<file path="src/rtl/lvds_target_ctrl.sv">
// Target-side frame controller for the LVDS remote-IO link: decodes 42-bit host
// command frames into register-bus strobes and returns 34-bit response/keepalive frames.
module lvds_target_ctrl #(
  parameter int unsigned KEEPALIVE    = 1024,
  parameter int unsigned READ_TIMEOUT = 256,
  parameter logic [31:0] TIMEOUT_DATA = 32'hDEADBEEF
) (
  input  logic        c,
  input  logic        r,
  input  logic [41:0] rx_d,
  input  logic        rx_v,
  output logic [33:0] tx_d,
  output logic        tx_v,
  input  logic        tx_rdy,
  output logic [6:0]  bus_addr,
  output logic [31:0] bus_wdata,
  output logic        bus_we,
  output logic        bus_re,
  input  logic [31:0] bus_rdata,
  input  logic        bus_rvalid,
  output logic [15:0] frame_cnt,
  output logic [7:0]  proto_err,
  output logic [7:0]  overrun_err
);

  typedef enum logic [1:0] {
    IDLE      = 2'd0,
    READ_WAIT = 2'd1,
    RESP      = 2'd2,
    KA_SEND   = 2'd3
  } state_t;

  localparam bit          KA_EN     = (KEEPALIVE != 0);
  localparam int unsigned IW        = (KEEPALIVE > 1) ? $clog2(KEEPALIVE) : 1;
  localparam int unsigned KA_LAST_I = KA_EN ? (KEEPALIVE - 1) : 0;
  localparam logic [IW-1:0] KA_LAST = KA_LAST_I[IW-1:0];
  localparam int unsigned RW        = $clog2(READ_TIMEOUT + 1);
  localparam logic [RW-1:0] RD_LAST = READ_TIMEOUT[RW-1:0];

  state_t        state, state_n;
  logic [IW-1:0] idle_cnt;
  logic [RW-1:0] rd_cnt;
  logic          frame_ok;
  logic          frame_bad;
  logic          is_read;
  logic          rd_hit;
  logic          rd_expire;
  logic          ka_fire;

  assign frame_ok  = rx_v && (rx_d[41:40] == 2'b00);
  assign frame_bad = rx_v && (rx_d[41:40] != 2'b00);
  assign is_read   = rx_d[39];

  // The response register is only valid in the two transmit states.
  assign tx_v = (state == RESP) || (state == KA_SEND);

  // NOTE: every signal driven here gets a default first, so no path can infer a latch.
  always_comb begin
    state_n   = state;
    rd_hit    = 1'b0;
    rd_expire = 1'b0;
    ka_fire   = 1'b0;
    unique case (state)
      IDLE: begin
        if (frame_ok && is_read) begin
          state_n = READ_WAIT;
        end else if (KA_EN && !rx_v && (idle_cnt == KA_LAST)) begin
          ka_fire = 1'b1;
          state_n = KA_SEND;
        end
      end
      READ_WAIT: begin
        // bus_re is only high on the first READ_WAIT cycle; data there is stale.
        if (bus_rvalid && !bus_re) begin
          rd_hit  = 1'b1;
          state_n = RESP;
        end else if (rd_cnt == RD_LAST) begin
          rd_expire = 1'b1;
          state_n   = RESP;
        end
      end
      RESP, KA_SEND: begin
        if (tx_rdy) state_n = IDLE;
      end
      default: state_n = IDLE;
    endcase
  end

  // NOTE: sequential state uses non-blocking assignments so every flop samples pre-edge values.
  always_ff @(posedge c or negedge r) begin
    if (!r) state <= IDLE;
    else    state <= state_n;
  end

  // Register-bus strobes; they default low so each is a single-cycle pulse.
  always_ff @(posedge c or negedge r) begin
    if (!r) begin
      bus_we    <= 1'b0;
      bus_re    <= 1'b0;
      bus_addr  <= '0;
      bus_wdata <= '0;
    end else begin
      bus_we <= 1'b0;
      bus_re <= 1'b0;
      if ((state == IDLE) && frame_ok) begin
        bus_addr <= rx_d[38:32];
        if (is_read) begin
          bus_re <= 1'b1;
        end else begin
          bus_we    <= 1'b1;
          bus_wdata <= rx_d[31:0];
        end
      end
    end
  end

  // Frame statistics: frame_cnt wraps, the error counters saturate.
  always_ff @(posedge c or negedge r) begin
    if (!r) begin
      frame_cnt   <= '0;
      proto_err   <= '0;
      overrun_err <= '0;
    end else begin
      if ((state == IDLE) && frame_ok) frame_cnt <= frame_cnt + 16'd1;
      if (frame_bad && (proto_err != 8'hFF)) proto_err <= proto_err + 8'd1;
      if (frame_ok && (state != IDLE) && (overrun_err != 8'hFF))
        overrun_err <= overrun_err + 8'd1;
    end
  end

  // Idle and read-latency timers; both restart whenever their state is left.
  always_ff @(posedge c or negedge r) begin
    if (!r) begin
      idle_cnt <= '0;
      rd_cnt   <= '0;
    end else begin
      if ((state == IDLE) && !rx_v && (state_n == IDLE)) idle_cnt <= idle_cnt + 1'b1;
      else                                               idle_cnt <= '0;
      if (state == READ_WAIT) rd_cnt <= rd_cnt + 1'b1;
      else                    rd_cnt <= '0;
    end
  end

  // Response frame is loaded on entry to RESP/KA_SEND and held until accepted.
  always_ff @(posedge c or negedge r) begin
    if (!r) begin
      tx_d <= '0;
    end else if (rd_hit) begin
      tx_d <= {1'b0, 1'b0, bus_rdata};
    end else if (rd_expire) begin
      tx_d <= {1'b0, 1'b1, TIMEOUT_DATA};
    end else if (ka_fire) begin
      tx_d <= {1'b1, 1'b0, proto_err, overrun_err, frame_cnt};
    end
  end

endmodule

</file>
<file path="config.mk">
export PLATFORM = sky130hd
export DESIGN_NAME = lvds_target_ctrl
export DESIGN_NICKNAME = d
export VERILOG_FILES = /design/src/rtl/lvds_target_ctrl.sv
export SDC_FILE = /design/constraint.sdc
export NUM_CORES = 1
export LEC_CHECK = 0
export CORE_MARGIN = 2
export CORE_UTILIZATION = 45
export CTS_CLUSTER_SIZE = 30
export DETAILED_ROUTE_END_ITERATION = 10
export PLACE_DENSITY_LB_ADDON = 0.15
export SLEW_MARGIN = 20
export SYNTH_ARGS = -nofsm -noshare
export SYNTH_HDL_FRONTEND = slang
export SYNTH_SLANG_ARGS = --single-unit
</file>
<file path="constraint.sdc">
create_clock -name c -period 2.9 [get_ports c]
set_clock_uncertainty 0.15 [all_clocks]
set_input_delay 0.58 -clock c [delete_from_list [all_inputs] [get_ports c]]
set_output_delay 0.58 -clock c [all_outputs]
set_load 0.05 [all_outputs]
</file>
==> reports/results.txt <==
The internal portion of the total power is 4.794 mW. For the power spent charging and discharging nets, the log shows 3.380 mW. The largest total area in the synthesized netlist belongs to dfrtp_1.

The flow ran to the end, and the final reports show no timing, DRC or antenna violations. The count of endpoints failing hold in the final timing report came out at 0. For the number of distinct library cell variants in the gate-level netlist after synthesis, the log shows 39.

At the pin with the least slew margin, the transition time is 963.9 ps. The tool flagged a number of max-cap violations equal to 0. In this run the horizontal extent of the chip is 115.6 um. The run gives 34.84% as the relative slew slack. The final weighted congestion in routability-driven placement is 0.7962. In this run the biggest area consumer among cell types represents 57.18% of the synthesized area. In this run the power density over the cells is 986.9 mW/mm^2. The static power due to leakage came out at 3.494 nW. The gate count of the mapped netlist is 490, and the part of the total power dissipated in combinational logic is 43.0%.

The peak supply drop is 674.1 uV. The clock tree synthesis step divided the H-tree into 4 levels. TritonCTS built the clock tree. The data arrival time of the critical path is 2780 ps, and the sequential-to-total area share from yosys stat is 57.18%. The clock passes through at most 2 buffers. With fillers left out, the area of the finished cells amounts to 0.008283 mm^2. Counting cells, the worst reg-to-reg path comes to 7.

Wires add up to 15100 um. Entering global routing, the biggest net connects 51 pins. Setup total negative slack on the finished layout was measured at 0 ps. The detailed router finished its first iteration with 341 violations. The worst setup path is launched from a flop. The number of pins with negative max-slew slack in the final report is 0, and the post-layout net count is 772.

The final routed DRC violation total was 0; the final critical-path share of the clock period was 90.93%. The logs give 4 for the count of TritonRoute iterations in the first routing pass and 187 for the boundary pin count. The run gives 0.005602 mm^2 as the cell area after synthesis. The clock reaches the later pin of the worst-skew pair after 410 ps. Yosys attributes the largest share of cell area to dfrtp_1 57%, mux2_2 6.8%, o2bb2ai_1 3.8%. The worst hold path passes through 2 cells.

Of the cells placed in the final design, the portion with a size suffix greater than 1 is 12.71%. STA classifies the critical path endpoint as a flop. Summed over all nets, the half-perimeter wirelength after detailed placement is 10920 um.

First-pass GRT wire length: 24200 um. After detailed routing, the number of vias per cell comes to 5.248. Summing all placed instances gives a cell area of 0.007719 mm^2. Clock-pin slew reported for the worst setup and hold paths after clock tree synthesis: 50 ps. Setup repair after global routing left no endpoint under its margin.

The tree is rooted in a clkbuf_16. The total number of yosys warnings is 0, and the number of flops mapped to enable cells by yosys is 0. The upper clock frequency limit is 379.2 MHz, and the mean routed wirelength per cell is 17.39 um. Setup violations remaining at the end of the flow were counted as 0.

The async set or reset register ratio after synthesis works out to 100.0%. Counting I/O delays and the setup requirement, the final critical path takes 2637 ps. The placeable core region came out at 0.01206 mm^2. The min-delay analysis places its worst path in the category reg2reg. For the worst setup path, the data required time is 3050 ps. Initial antenna violation count: 0.

Main flop type after synthesis: dfrtp_1. The area growth from synthesis to layout is 47.87%. The clock drives 128 sinks. Once the floorplan was initialized, standard cells occupied 46.44% of the core. Row count: 40. The tools report the part of the total power dissipated in the clock network as 24.2%.

Count of buffers inserted at the top-level ports: 186. The number of antenna diodes in the final layout is 0. The floorplan step set the die height to 115.6 um. Summed over all layers, the global routing overflow is 0. The count of nets left with antenna violations once routing finished came out at 0. Of all nets on the critical path, the largest fanout is 26. The number of buffers inserted during clock tree synthesis was 17. The number of synthesized register bits is 128, and the average instance area after synthesis is 11.43 um^2. In this run switching power makes up 41.35% of total power. The total die area was 0.01336 mm^2; the total number of vias was 4555. The tools report the net count after synthesis as 575. The logs give 4839 for the via count of the first global-routing pass and 32.8% for the relative contribution of sequential cells to total power.

The critical path is of the reg2reg type. Global routing used 23.62% of the available tracks across all layers.
==> flip-flops by register name, indices dropped and copies added, names as in the netlist <==
signal and flops:
frame_cnt 16, rd_cnt 9, bus_wdata 32, bus_addr 7
proto_err 8, bus_re 1, tx_d 34, bus_we 1
overrun_err 8, idle_cnt 10, state 2
==> through the flow <==
stage / power, mW / utilization (%) / worst slack (ps) / cells / hold WS (ps)
after floorplan: 4.874 / - / 735.6 / 490 / 134.4
after global placement: 6.177 / 63.99 / 248.4 / 835 / 311.7
after detailed placement: 6.227 / 63.99 / 153.8 / 835 / 320.0
after CTS: 8.248 / 68.67 / 251.8 / 868 / 332.9
after global routing: 8.541 / 68.67 / 122.1 / 868 / 346.0
final: 8.175 / 68.67 / 263.0 / 868 / 326.7
==> final timing paths <==
| kind | start | endpoint | slack [ps] |
|---|---|---|---|
| worst max-delay path | rd_cnt[0] | state[0] | 260 |
| worst min-delay path | bus_addr[6] | bus_addr[6] | 330 |
| worst max register to register | rd_cnt[0] | state[0] | 260 |
| worst min register to register | bus_addr[6] | bus_addr[6] | 330 |
| max in group asynchronous | r | bus_wdata[27] | 1440 |
| min in group asynchronous | r | rd_cnt[3] | 530 |
==> layer usage <==
metal	track usage (%)	routed length, um
met2	37.93	7299
met1	28.13	6175
met4	9.639	287
met5	0	0
met3	9.990	1335
==> cell type report <==
type | count | area [um^2]
clock buffers | 26 | 499.2
clock inverters | 6 | 55.05
fillers | 919 | 3779
inverters | 7 | 26.28
multi-input cells | 328 | 2256
flip-flops and latches | 128 | 3203
well taps | 168 | 210.2
repair buffers | 205 | 2033
==> Yosys cell counts, types with 8 or more instances <==
cell / n
nand2_1: 49
xor2_1: 22
buf_2: 13
clkbuf_1: 12
nand3_1: 17
nand4_1: 13
a22oi_1: 24
o22ai_1: 8
dfrtp_1: 128
xnor2_1: 19
mux2_2: 34
o2bb2ai_1: 24
nor2_1: 51
a2bb2oi_1: 8
==> power by group through the flow <==
stage	sequential (mW)	combinational [mW]	clock, mW
6_report	2.68	3.52	1.98
5_1_grt	2.75	3.68	2.11
4_1_cts	2.68	3.55	2.02
3_5_place_dp	2.69	3.54	0
3_3_place_gp	2.67	3.50	0
2_1_floorplan	4.29	0.584	0
==> kinds of logic after synthesis <==
kind of cell               Yosys count  synth area share, %
and+or+nand+nor                    166                14.36
DFF                                128                57.18
AOI/OAI and AO/OA                   81                11.24
xor gates and xnor gates            41                6.410
buffers and inverters               34                2.636
muxes                               34                6.835
adders and majority gates            6                1.340
==> worst max-delay path: stages (launching register included) <==
cell     delay (ps)
dfrtp_1         410
inv_1            70
ha_1            140
nor4b_1         690
a211o_1         280
buf_4           330
o21ai_0         150
a211o_1         310
==> placed cells by master (no fill, tap or decap), types with 6 or more instances in the layout <==
| master | instances |
|---|---|
| clkdlybuf4s50_1 | 185 |
| a2bb2oi_1 | 8 |
| nand4_1 | 13 |
| mux2_2 | 34 |
| o21ai_0 | 6 |
| o2bb2ai_1 | 24 |
| nand2_1 | 49 |
| clkbuf_16 | 17 |
| xor2_1 | 22 |
| a22oi_1 | 24 |
| o22ai_1 | 8 |
| buf_4 | 16 |
| and3_1 | 7 |
| ha_1 | 6 |
| inv_1 | 7 |
| nand3_1 | 17 |
| nor2_1 | 50 |
| dfrtp_1 | 128 |
| xnor2_1 | 19 |
==> what timing repair did <==
action                     4_1_cts  5_1_grt
hold endpoints to repair        47        0
gates resized for setup          0        0
setup buffers                    0        0
setup endpoints to repair        0        0
hold buffers                     1        0
Power figures use the tool's default switching activity.
==> variant (same settings) <==
Encoding of `state_t`: now Gray code (2 bits for 4 states).
--- a/src/rtl/lvds_target_ctrl.sv
+++ b/src/rtl/lvds_target_ctrl.sv
@@ -26,6 +26,6 @@
   typedef enum logic [1:0] {
-    IDLE      = 2'd0,
-    READ_WAIT = 2'd1,
-    RESP      = 2'd2,
-    KA_SEND   = 2'd3
+    IDLE      = 2'b00,
+    READ_WAIT = 2'b01,
+    RESP      = 2'b11,
+    KA_SEND   = 2'b10
   } state_t;
Check against the original RTL: no difference found for any inputs over 4 cycles, from zero or initial values; so few cycles prove little.
==> variant against the unedited design <==
  * Utilization down 1.3 points
  * Register-to-register slack gained 0.30 ns
  * Sequential cell count unchanged
  * Area after synthesis decreased by 2.0%
  * Power increased by 12%
  * Routed wire length down 3.5%
  * Final area decreased by 2.6%
  * Synthesized cell count decreased by 7.1%
  * Combinational power is 27% higher
  * Worst setup slack gained 0.049 ns
  * Critical path type is now flip-flop to output port
  * Largest cell class unchanged
  * Largest power group unchanged
  * Highest routed layer unchanged
==> variant: results (changes against the unedited design) <==
outcome: "finished clean"
crit_slowest_cell: "clkdlybuf4s50_1"
rrSetupSlack_ns: 0.56  # +0.30 ns
hpwl_reported_at_the_end_of_detailed_placement_um: 10310  # -5.6%
htree_levels: 4  # unchanged
num_antenna_cells: 0  # unchanged
port_buffers: 186  # unchanged
worst_hold_path_type: "input pin to asynchronous set/reset pin"
drtIter0Drc: 227  # -33%
critical_path.max_fanout: 10  # -62%
drt-pass1-iter-count: 6  # +2
detail_route.wirelength.met1_um: 5738  # -7.1%
async_reset_ff_share_pct: 100.0  # unchanged
grt_antenna_before_repair: 0  # unchanged
grt_start_max_net_pins: 87  # +71%
filler_cell_count: 920  # +0.11%
reg2reg_depth: 4  # -3
number_of_setup_buffers_added_after_cts: 0  # unchanged
cts_buffer_depth: 2  # unchanged
routed_wirelength_um: 14580  # -3.5%
final.hold.worst_slack_ns: 0.05248  # -0.2743 ns
grtUsageTotal_pct: 23.04  # -0.58 points
cpPeakStageDelay_ns: 0.88  # +0.19 ns
cts-resized-gates: 0  # unchanged
worst_slew_margin_rel_pct: 46.18  # +11 points
root_buffer: "clkbuf_16"
ir_drop_v: 0.0009110  # +35%
timing.rr.start: "state[1]$_DFF_PN0_"
synth_top_cells_by_count: "dfrtp_1, nand2_1, mux2_2"
syn-num-nets: 540  # -6.1%
cts_buffers: 17  # unchanged
synth_cell_types: 42  # +7.7%
cp_data_arrival_time_ns: 1.86  # -0.92 ns
synthesis.yosys.warnings: 0  # unchanged
synth.area.top_cells: "dfrtp_1, mux2_2, xor2_1"
clk_latency_ns: 0.41  # about the same
path_clk_slew_ns: 0.05  # about the same
number_of_global_route_vias_before_repair: 4636  # -4.2%
gpl.final_weighted_congestion: 0.8235  # +3.4%
r2r-end: "tx_d[29]$_DFFE_PN0P_"
static-leakage-power_uw: 0.003593  # +2.8%
num_vias: 4400  # -3.4%
drive_above_1_share_pct: 14.39  # +1.7 points
num-nets-final: 738  # -4.4%
worst_path_dominant_cell_family: "buffers and inverters"
wl_met3_um: 1229  # -7.9%
yosysSeqAreaShare_pct: 58.34  # +1.2 points
tns_ns: 0  # unchanged
sw_frac_of_total_pct: 43.74  # +2.4 points
met2_wire_len_um: 7345  # +0.63%
reg_top3: "tx_d: 34 flops, bus_wdata: 32 flops, frame_cnt: 16 flops"
first_pass_grt_wire_length_um: 23120  # -4.5%
route.top_layer_used: "met4"
variant: metal layers:
| metal | up-vias | global-route usage (%) |
|---|---|---|
| li1 | 2022 | - |
| met1 | 2202 | 26.85 |
| met2 | 154 | 38.19 |
| met3 | 22 | 9.370 |
| met4 | 0 | 8.780 |
| met5 | - | 0 |
variant: stage by stage:
| stage | cell area [um^2] | setup slack, ns | std cells | power, uW |
|---|---|---|---|---|
| detailed placement | 7567 | -0.03969 | 781 | 7393 |
| global route | 8064 | 0.2466 | 807 | 9573 |
| finish | 8064 | 0.3121 | 807 | 9181 |
| CTS | 8059 | 0.2911 | 807 | 9250 |
| global placement | 7567 | 0.04988 | 781 | 7326 |
| floorplan | 5490 | 0.6668 | 455 | 5749 |
variant: kinds of logic after synthesis:
group,after synthesis,share of synthesized area (%)
and+or+nand+nor,158,14.20
DFF,128,58.34
adders and majority gates,6,1.367
muxes,42,8.614
xor gates and xnor gates,41,6.541
buffers and inverters,27,2.370
AOI/OAI and AO/OA,53,8.569
variant: area by class of cell:
| cell class | instances | area (um^2) | share of cell area, % |
|---|---|---|---|
| clock inverters | 2 | 10.01 | 0.1241 |
| inverters | 8 | 30.03 | 0.3724 |
| clock buffers | 24 | 481.7 | 5.974 |
| multi-input cells | 300 | 2177 | 27.00 |
| well taps | 147 | 183.9 | 2.281 |
| flip-flops and latches | 128 | 3203 | 39.72 |
| repair buffers | 198 | 1978 | 24.53 |
variant: worst max path at each step:
stage	cells past startpoint	end	start	slack [ns]
after floorplan	5	bus_wdata[10]$_DFFE_PN0P_	rx_d[41]	0.67
after global placement	5	tx_d[17]$_DFFE_PN0P_	rx_v	0.05
after detailed placement	5	state[1]$_DFF_PN0_	bus_rvalid	-0.04
after CTS	1	tx_v	state[1]$_DFF_PN0_	0.29
after global routing	1	tx_v	state[1]$_DFF_PN0_	0.25
final	1	tx_v	state[1]$_DFF_PN0_	0.31
variant: power groups by stage:
stage	logic (uW)	registers [uW]	clock network, uW
finish	4480	2890	1820
floorplan	933	4820	0
CTS	4520	2890	1850
detailed placement	4500	2890	0
global placement	4440	2880	0
global route	4670	2980	1930
